--- config.mk ---
export PLATFORM = sky130hd
export DESIGN_NAME = prog_loader
export DESIGN_NICKNAME = d
export VERILOG_FILES = /design/src/rtl/prog_loader.sv
export SDC_FILE = /design/constraint.sdc
export NUM_CORES = 1
export LEC_CHECK = 0
export CAP_MARGIN = 15
export CORE_ASPECT_RATIO = 1.25
export CORE_MARGIN = 10
export CORE_UTILIZATION = 33
export CTS_CLUSTER_DIAMETER = 200
export DETAILED_ROUTE_END_ITERATION = 10
export GPL_TIMING_DRIVEN = 1
export HOLD_SLACK_MARGIN = 0.02
export PLACE_DENSITY = 0.61
export SYNTH_ARGS = -nofsm -noshare
export SYNTH_HDL_FRONTEND = slang
export SYNTH_SLANG_ARGS = --single-unit
--- constraint.sdc ---
create_clock -name clk -period 2.75 [get_ports clk]
set_clock_uncertainty 0.1 [all_clocks]
set_input_delay 0.825 -clock clk [delete_from_list [all_inputs] [get_ports clk]]
set_output_delay 0.825 -clock clk [all_outputs]
set_load 0.01 [all_outputs]
--- src/rtl/prog_loader.sv ---
// Byte-stream program loader: N, then 3N data bytes MSB first, then an XOR checksum byte.
// Each 24-bit word is written once to instruction memory; a good checksum releases the processor.
module prog_loader #(
  parameter int ADDR_W = 5,
  parameter int WORD_W = 24
) (
  input  logic              clk,
  input  logic              reset,
  input  logic              start,
  input  logic              in_valid,
  input  logic [7:0]        in_data,
  output logic              in_ready,
  output logic              mem_we,
  output logic [ADDR_W-1:0] mem_addr,
  output logic [WORD_W-1:0] mem_wdata,
  output logic              cpu_run,
  output logic              busy,
  output logic              err,
  output logic [ADDR_W:0]   words
);
  localparam int unsigned DEPTH = 1 << ADDR_W;
  localparam logic [ADDR_W:0] ONE = (ADDR_W+1)'(1);

  typedef enum logic [3:0] {IDLE, LEN, B2, B1, B0, WR, CHK, RUN, ERR} state_t;

  state_t            state, state_nxt;
  logic [ADDR_W:0]   addr;
  logic [ADDR_W:0]   n_words;
  logic [7:0]        csum;
  logic [WORD_W-1:0] word;
  logic              take;
  logic              start_ok;
  logic              len_bad;

  assign take      = in_valid && in_ready;
  assign start_ok  = start && (state == IDLE || state == RUN || state == ERR);
  assign len_bad   = (in_data == 8'd0) || (32'(in_data) > DEPTH);
  assign mem_addr  = addr[ADDR_W-1:0];
  assign mem_wdata = word;

  always_ff @(posedge clk) begin
    if (reset) state <= IDLE;
    else       state <= state_nxt;
  end

  always_comb begin
    state_nxt = state;
    in_ready  = 1'b0;
    mem_we    = 1'b0;
    busy      = 1'b0;
    cpu_run   = 1'b0;
    err       = 1'b0;
    case (state)
      LEN: begin
        in_ready = 1'b1;
        busy     = 1'b1;
        if (in_valid) state_nxt = len_bad ? ERR : B2;
      end
      B2: begin
        in_ready = 1'b1;
        busy     = 1'b1;
        if (in_valid) state_nxt = B1;
      end
      B1: begin
        in_ready = 1'b1;
        busy     = 1'b1;
        if (in_valid) state_nxt = B0;
      end
      B0: begin
        in_ready = 1'b1;
        busy     = 1'b1;
        if (in_valid) state_nxt = WR;
      end
      WR: begin
        mem_we    = 1'b1;
        busy      = 1'b1;
        state_nxt = ((words + ONE) < n_words) ? B2 : CHK;
      end
      CHK: begin
        in_ready = 1'b1;
        busy     = 1'b1;
        if (in_valid) state_nxt = (in_data == csum) ? RUN : ERR;
      end
      RUN: begin
        cpu_run = 1'b1;
        if (start) state_nxt = LEN;
      end
      ERR: begin
        err = 1'b1;
        if (start) state_nxt = LEN;
      end
      default: begin
        if (start) state_nxt = LEN;
      end
    endcase
  end

  // start and a byte transfer never coincide: in_ready is low wherever start is honoured.
  always_ff @(posedge clk) begin
    if (reset) begin
      addr    <= '0;
      words   <= '0;
      n_words <= '0;
      csum    <= '0;
      word    <= '0;
    end else begin
      if (start_ok) begin
        addr  <= '0;
        words <= '0;
        csum  <= '0;
      end
      if (take && state != CHK) csum <= csum ^ in_data;
      if (take && state == LEN) n_words <= (ADDR_W+1)'(in_data);
      if (take && (state == B2 || state == B1 || state == B0))
        word <= {word[WORD_W-9:0], in_data};
      if (state == WR) begin
        addr  <= addr + ONE;
        words <= words + ONE;
      end
    end
  end
endmodule

==> flow_summary.html <==
<table>
<tr><th>Metric</th><th>Value</th></tr>
<tr><th colspan="2">Layout</th></tr>
<tr><td>P&amp;R area growth vs syn</td><td>31.3%</td></tr>
<tr><td>Filler Cell Count</td><td>~720</td></tr>
<tr><td>Layout cell share with drive strength beyond 1</td><td>0.101</td></tr>
<tr><td>NumNets Final</td><td>374</td></tr>
<tr><td>Number of inserted diodes</td><td>0</td></tr>
<tr><td>Highest-count cells in the layout ignoring fill and taps</td><td>sky130_fd_sc_hd__nor2_1, sky130_fd_sc_hd__dfxtp_1, sky130_fd_sc_hd__clkdlybuf4s50_1</td></tr>
<tr><td>Most common cell after layout, fill and taps aside</td><td>sky130_fd_sc_hd__nor2_1</td></tr>
<tr><th colspan="2">Clock network</th></tr>
<tr><td>Clock root buffer</td><td>sky130_fd_sc_hd__clkbuf_8</td></tr>
<tr><td>Number of levels in the clock H-tree</td><td>2</td></tr>
<tr><td>Number of hold buffers added after cts</td><td>0</td></tr>
<tr><td>Number of post-CTS setup repair buffers</td><td>0</td></tr>
<tr><td>Latest clock arrival within the worst-skew pair</td><td>300 ps</td></tr>
<tr><td>Clock slew at the register clock pins of the worst setup and hold paths</td><td>80 ps</td></tr>
<tr><td>CTS tree</td><td>built</td></tr>
<tr><td>Clk buf depth</td><td>2</td></tr>
<tr><td>Number of clock sinks seen by CTS</td><td>53</td></tr>
<tr><td>Number of buffers created by CTS</td><td>5</td></tr>
<tr><th colspan="2">Placement</th></tr>
<tr><td>HPWL after DPL</td><td>4860 µm</td></tr>
<tr><td>Final Wtd Congestion</td><td>around 0.80</td></tr>
<tr><td>Count of port buffers added during placement</td><td>51</td></tr>
<tr><th colspan="2">Synth</th></tr>
<tr><td>Post-Synthesis Cells</td><td>294</td></tr>
<tr><td>Post-synthesis cell type count</td><td>46</td></tr>
<tr><td>Largest cells by area after synthesis</td><td>sky130_fd_sc_hd__dfxtp_1, sky130_fd_sc_hd__mux2i_1, sky130_fd_sc_hd__nor2_1</td></tr>
<tr><td>Warnings, synthesis</td><td>0</td></tr>
<tr><td>Sequential fraction of the synthesis area</td><td>0.412</td></tr>
<tr><td>Share of Yosys cell area claimed by the top area cell type</td><td>0.412</td></tr>
<tr><td>Synthesized cell area</td><td>0.00257 mm²</td></tr>
<tr><td>Mean instance size in the synthesized netlist</td><td>8.75 µm²</td></tr>
<tr><td>Number of enable-type register cells in the synthesized netlist</td><td>0</td></tr>
<tr><td>Async S/R FF share, synth</td><td>0</td></tr>
<tr><td>Post-synth top flop</td><td>sky130_fd_sc_hd__dfxtp_1</td></tr>
<tr><td>Total of flip-flops plus latches after synthesis</td><td>53</td></tr>
<tr><td>Cell taking the most area after synthesis</td><td>sky130_fd_sc_hd__dfxtp_1</td></tr>
<tr><td>Syn Nets</td><td>313</td></tr>
<tr><th colspan="2">Setup path</th></tr>
<tr><td>Endpoint of the worst register-to-register path</td><td>state[2]</td></tr>
<tr><td>Data arrival time at the worst-slack endpoint</td><td>1720 ps</td></tr>
<tr><td>Crit path required time</td><td>1830 ps</td></tr>
<tr><td>Reg-to-reg setup timing slack</td><td>480 ps</td></tr>
<tr><td>Worst Setup Path Type</td><td>reg2out</td></tr>
<tr><td>Reg-to-reg startpoint</td><td>words[0]</td></tr>
<tr><td>Worst Reg2Reg Path Length in Cells</td><td>9</td></tr>
<tr><td>Maximum fanout encountered on the critical timing path</td><td>7</td></tr>
<tr><td>Type of element capturing the critical path</td><td>output pin</td></tr>
<tr><td>Startpoint class of the critical path</td><td>flop</td></tr>
<tr><th colspan="2">Power</th></tr>
<tr><td>Power Dens Cells</td><td>413 mW/mm²</td></tr>
<tr><td>Logic pwr share</td><td>0.130</td></tr>
<tr><td>Lkg Pwr</td><td>about 1.5 nW</td></tr>
<tr><td>IR Drop Worst-Case VDD</td><td>0.244 mV</td></tr>
<tr><td>NetSw</td><td>around 0.36 mW</td></tr>
<tr><td>Switching share of power</td><td>0.255</td></tr>
<tr><td>Internal power contribution</td><td>just over 1 mW</td></tr>
<tr><td>Sequential group share of total power</td><td>0.566</td></tr>
<tr><td>Tot Pwr</td><td>1.40 mW</td></tr>
<tr><td>Clk network pwr share</td><td>0.304</td></tr>
<tr><th colspan="2">STA</th></tr>
<tr><td>Worst hold-check slack</td><td>approximately 380 ps</td></tr>
<tr><td>Minimum clock period after layout</td><td>2650 ps</td></tr>
<tr><td>Relative slew margins</td><td>0.663</td></tr>
<tr><td>Final number of setup-violating endpoints</td><td>0</td></tr>
<tr><td>Pins Over Slew Limit</td><td>0</td></tr>
<tr><td>Final cycle utilization of the critical path</td><td>0.963</td></tr>
<tr><td>Max Clk Rate</td><td>0.378 GHz</td></tr>
<tr><td>Hold violation total from the final report</td><td>0</td></tr>
<tr><td>RSZ-0062 raised after global routing</td><td>false</td></tr>
<tr><td>Slew of the pin with the lowest slew margin</td><td>505 ps</td></tr>
<tr><th colspan="2">Worst hold path</th></tr>
<tr><td>Hold crit path type</td><td>reg2reg</td></tr>
<tr><td>Worst Hold Path Cells</td><td>1</td></tr>
<tr><td>Terminating pin of the worst hold path</td><td>addr[4]</td></tr>
<tr><td>HP Start</td><td>addr[4]</td></tr>
<tr><th colspan="2">Outcome</th></tr>
<tr><td>Status</td><td>complete, no violations</td></tr>
<tr><th colspan="2">Floorplan</th></tr>
<tr><td>Horizontal extent of the die</td><td>99.0 µm</td></tr>
<tr><td>Number of placement rows</td><td>35</td></tr>
<tr><td>Initial core utilization</td><td>0.344</td></tr>
<tr><td>Core region area</td><td>approximately 0.0075 mm²</td></tr>
<tr><td>DIE HEIGHT</td><td>about 120 µm</td></tr>
<tr><td>Die area</td><td>between 0.01 and 0.015 mm²</td></tr>
<tr><td>Top-Level Pins</td><td>52</td></tr>
<tr><th colspan="2">Detailed routing</th></tr>
<tr><td>Antenna Violating Nets Remaining</td><td>0</td></tr>
<tr><td>Number of iterations in the first detailed-routing pass</td><td>4</td></tr>
<tr><td>DRT Wirelength</td><td>6600 µm</td></tr>
<tr><td>Detailed router's first-iteration violation count</td><td>~180</td></tr>
<tr><td>Avg WL per Cell</td><td>~15 µm</td></tr>
<tr><td>Vias after detailed routing</td><td>2,282</td></tr>
<tr><td>Vias per cell</td><td>5.11</td></tr>
<tr><td>DR DRC count</td><td>0</td></tr>
<tr><th colspan="2">GRT</th></tr>
<tr><td>Initial antenna violation count</td><td>0</td></tr>
<tr><td>Overall track demand over capacity in global routing</td><td>0.110</td></tr>
<tr><td>Number of global-route vias before repair</td><td>2,215</td></tr>
<tr><td>Global-route wire length before repair</td><td>11,200 µm</td></tr>
<tr><td>Remaining Overflow, GRT</td><td>0</td></tr>
<tr><td>Pin count of the biggest net entering global routing</td><td>50</td></tr>
<tr><th colspan="2">Run</th></tr>
<tr><td>Number of violations of the max-capacitance limit</td><td>0</td></tr>
</table>
-- power by group through the flow --
stage                     Combinational [mW]  Clock, mW  Sequential (mW)
after floorplan                        0.104          0            0.804
after global placement                 0.178          0            0.806
after detailed placement               0.180          0            0.806
after CTS                              0.181      0.449            0.789
after global routing                   0.202      0.471            0.793
final                                  0.181      0.424            0.790
-- kinds of logic (layout without fill, tap and decap cells) --
logic type               after synthesis  count (layout)  share of synthesized area
AO/OA/AOI/OAI                         61              61                      0.157
buffers and inverters                 25              86                     0.0433
AND/OR/NAND/NOR                      105             105                      0.193
XOR/XNOR                              12              12                     0.0408
multiplexers                          31              31                      0.121
adder cells (fa/ha/maj)                7               7                     0.0340
flip-flops                            53              53                      0.412
-- flip-flops by register name (all words and copies together), names as in the netlist --
register,count
words,6
csum,8
n_words,6
mem_wdata,24
addr,5
state,4
-- Yosys cell counts, types with 2 or more instances --
cell type	n
sky130_fd_sc_hd__or3_1	4
sky130_fd_sc_hd__buf_2	5
sky130_fd_sc_hd__inv_1	9
sky130_fd_sc_hd__o21ai_0	6
sky130_fd_sc_hd__a21oi_1	21
sky130_fd_sc_hd__nor3_1	4
sky130_fd_sc_hd__mux2i_1	31
sky130_fd_sc_hd__ha_1	7
sky130_fd_sc_hd__nor2_1	66
sky130_fd_sc_hd__nand3_1	5
sky130_fd_sc_hd__buf_4	3
sky130_fd_sc_hd__nand3b_1	5
sky130_fd_sc_hd__a31oi_1	2
sky130_fd_sc_hd__nand4_1	3
sky130_fd_sc_hd__and3_1	3
sky130_fd_sc_hd__xor2_1	2
sky130_fd_sc_hd__a211oi_1	12
sky130_fd_sc_hd__buf_1	2
sky130_fd_sc_hd__a41oi_1	2
sky130_fd_sc_hd__nand4b_1	2
sky130_fd_sc_hd__clkbuf_1	6
sky130_fd_sc_hd__xnor2_1	10
sky130_fd_sc_hd__dfxtp_1	53
sky130_fd_sc_hd__nand2_1	4
sky130_fd_sc_hd__a22oi_1	4
sky130_fd_sc_hd__a21o_1	3
-- area by class of cell --
| cell class | instances | area [µm²] | area share |
|---|---|---|---|
| Clock buffer | 6 | 72.6 | 0.0215 |
| Clock inverter | 1 | 8.76 | 0.00259 |
| Inverter | 9 | 33.8 | 0.0100 |
| Multi-Input combinational cell | 216 | 1420 | 0.420 |
| Sequential cell | 53 | 1060 | 0.315 |
| Tap cell | 92 | 115 | 0.0341 |
| Timing Repair Buffer | 70 | 666 | 0.197 |
-- layer usage --
metal / GRT usage / wire, µm / part of all wire / up-vias
li1: - / - / - / 1159
met1: 0.130 / 2880 / 0.44 / 1055
met2: 0.183 / 3240 / 0.49 / 62
met3: 0.0350 / 424 / 0.064 / 6
met4: 0.0332 / 61 / 0.0092 / 0
met5: 0 / 0 / 0 / -
-- timing repair --
action	CTS	global route
hold endpoints to repair	0	0
resized for setup	2	7
setup endpoints to repair	2	4
pin swaps	0	0
cloned	0	0
-- through the flow --
stage	setup WS [ps]	area [µm²]	util	setup TNS, ps	instances
global route	10.1	3380	0.451	0	447
CTS	17.0	3360	0.448	0	447
detailed placement	-17.4	3270	0.437	-17.4	440
floorplan	431	2570	-	0	294
finish	102	3380	0.451	0	447
global placement	14.7	3270	0.437	0	440
-- worst max-delay path by stage --
stage,from,to,slack [ps]
floorplan,state[1],busy,430
global placement,in_data[1],state[1],10
detailed placement,in_data[1],state[1],-20
CTS,state[2],busy,20
global route,state[0],cpu_run,10
finish,state[0],cpu_run,100
-- worst max-delay path, stage by stage, from the launching register on --
cell and delay [ps]:
sky130_fd_sc_hd__dfxtp_2 420, sky130_fd_sc_hd__nor2b_2 180, sky130_fd_sc_hd__buf_4 140, sky130_fd_sc_hd__and3_1 150, sky130_fd_sc_hd__clkdlybuf4s50_1 540
(Power assumes the default switching activity.)
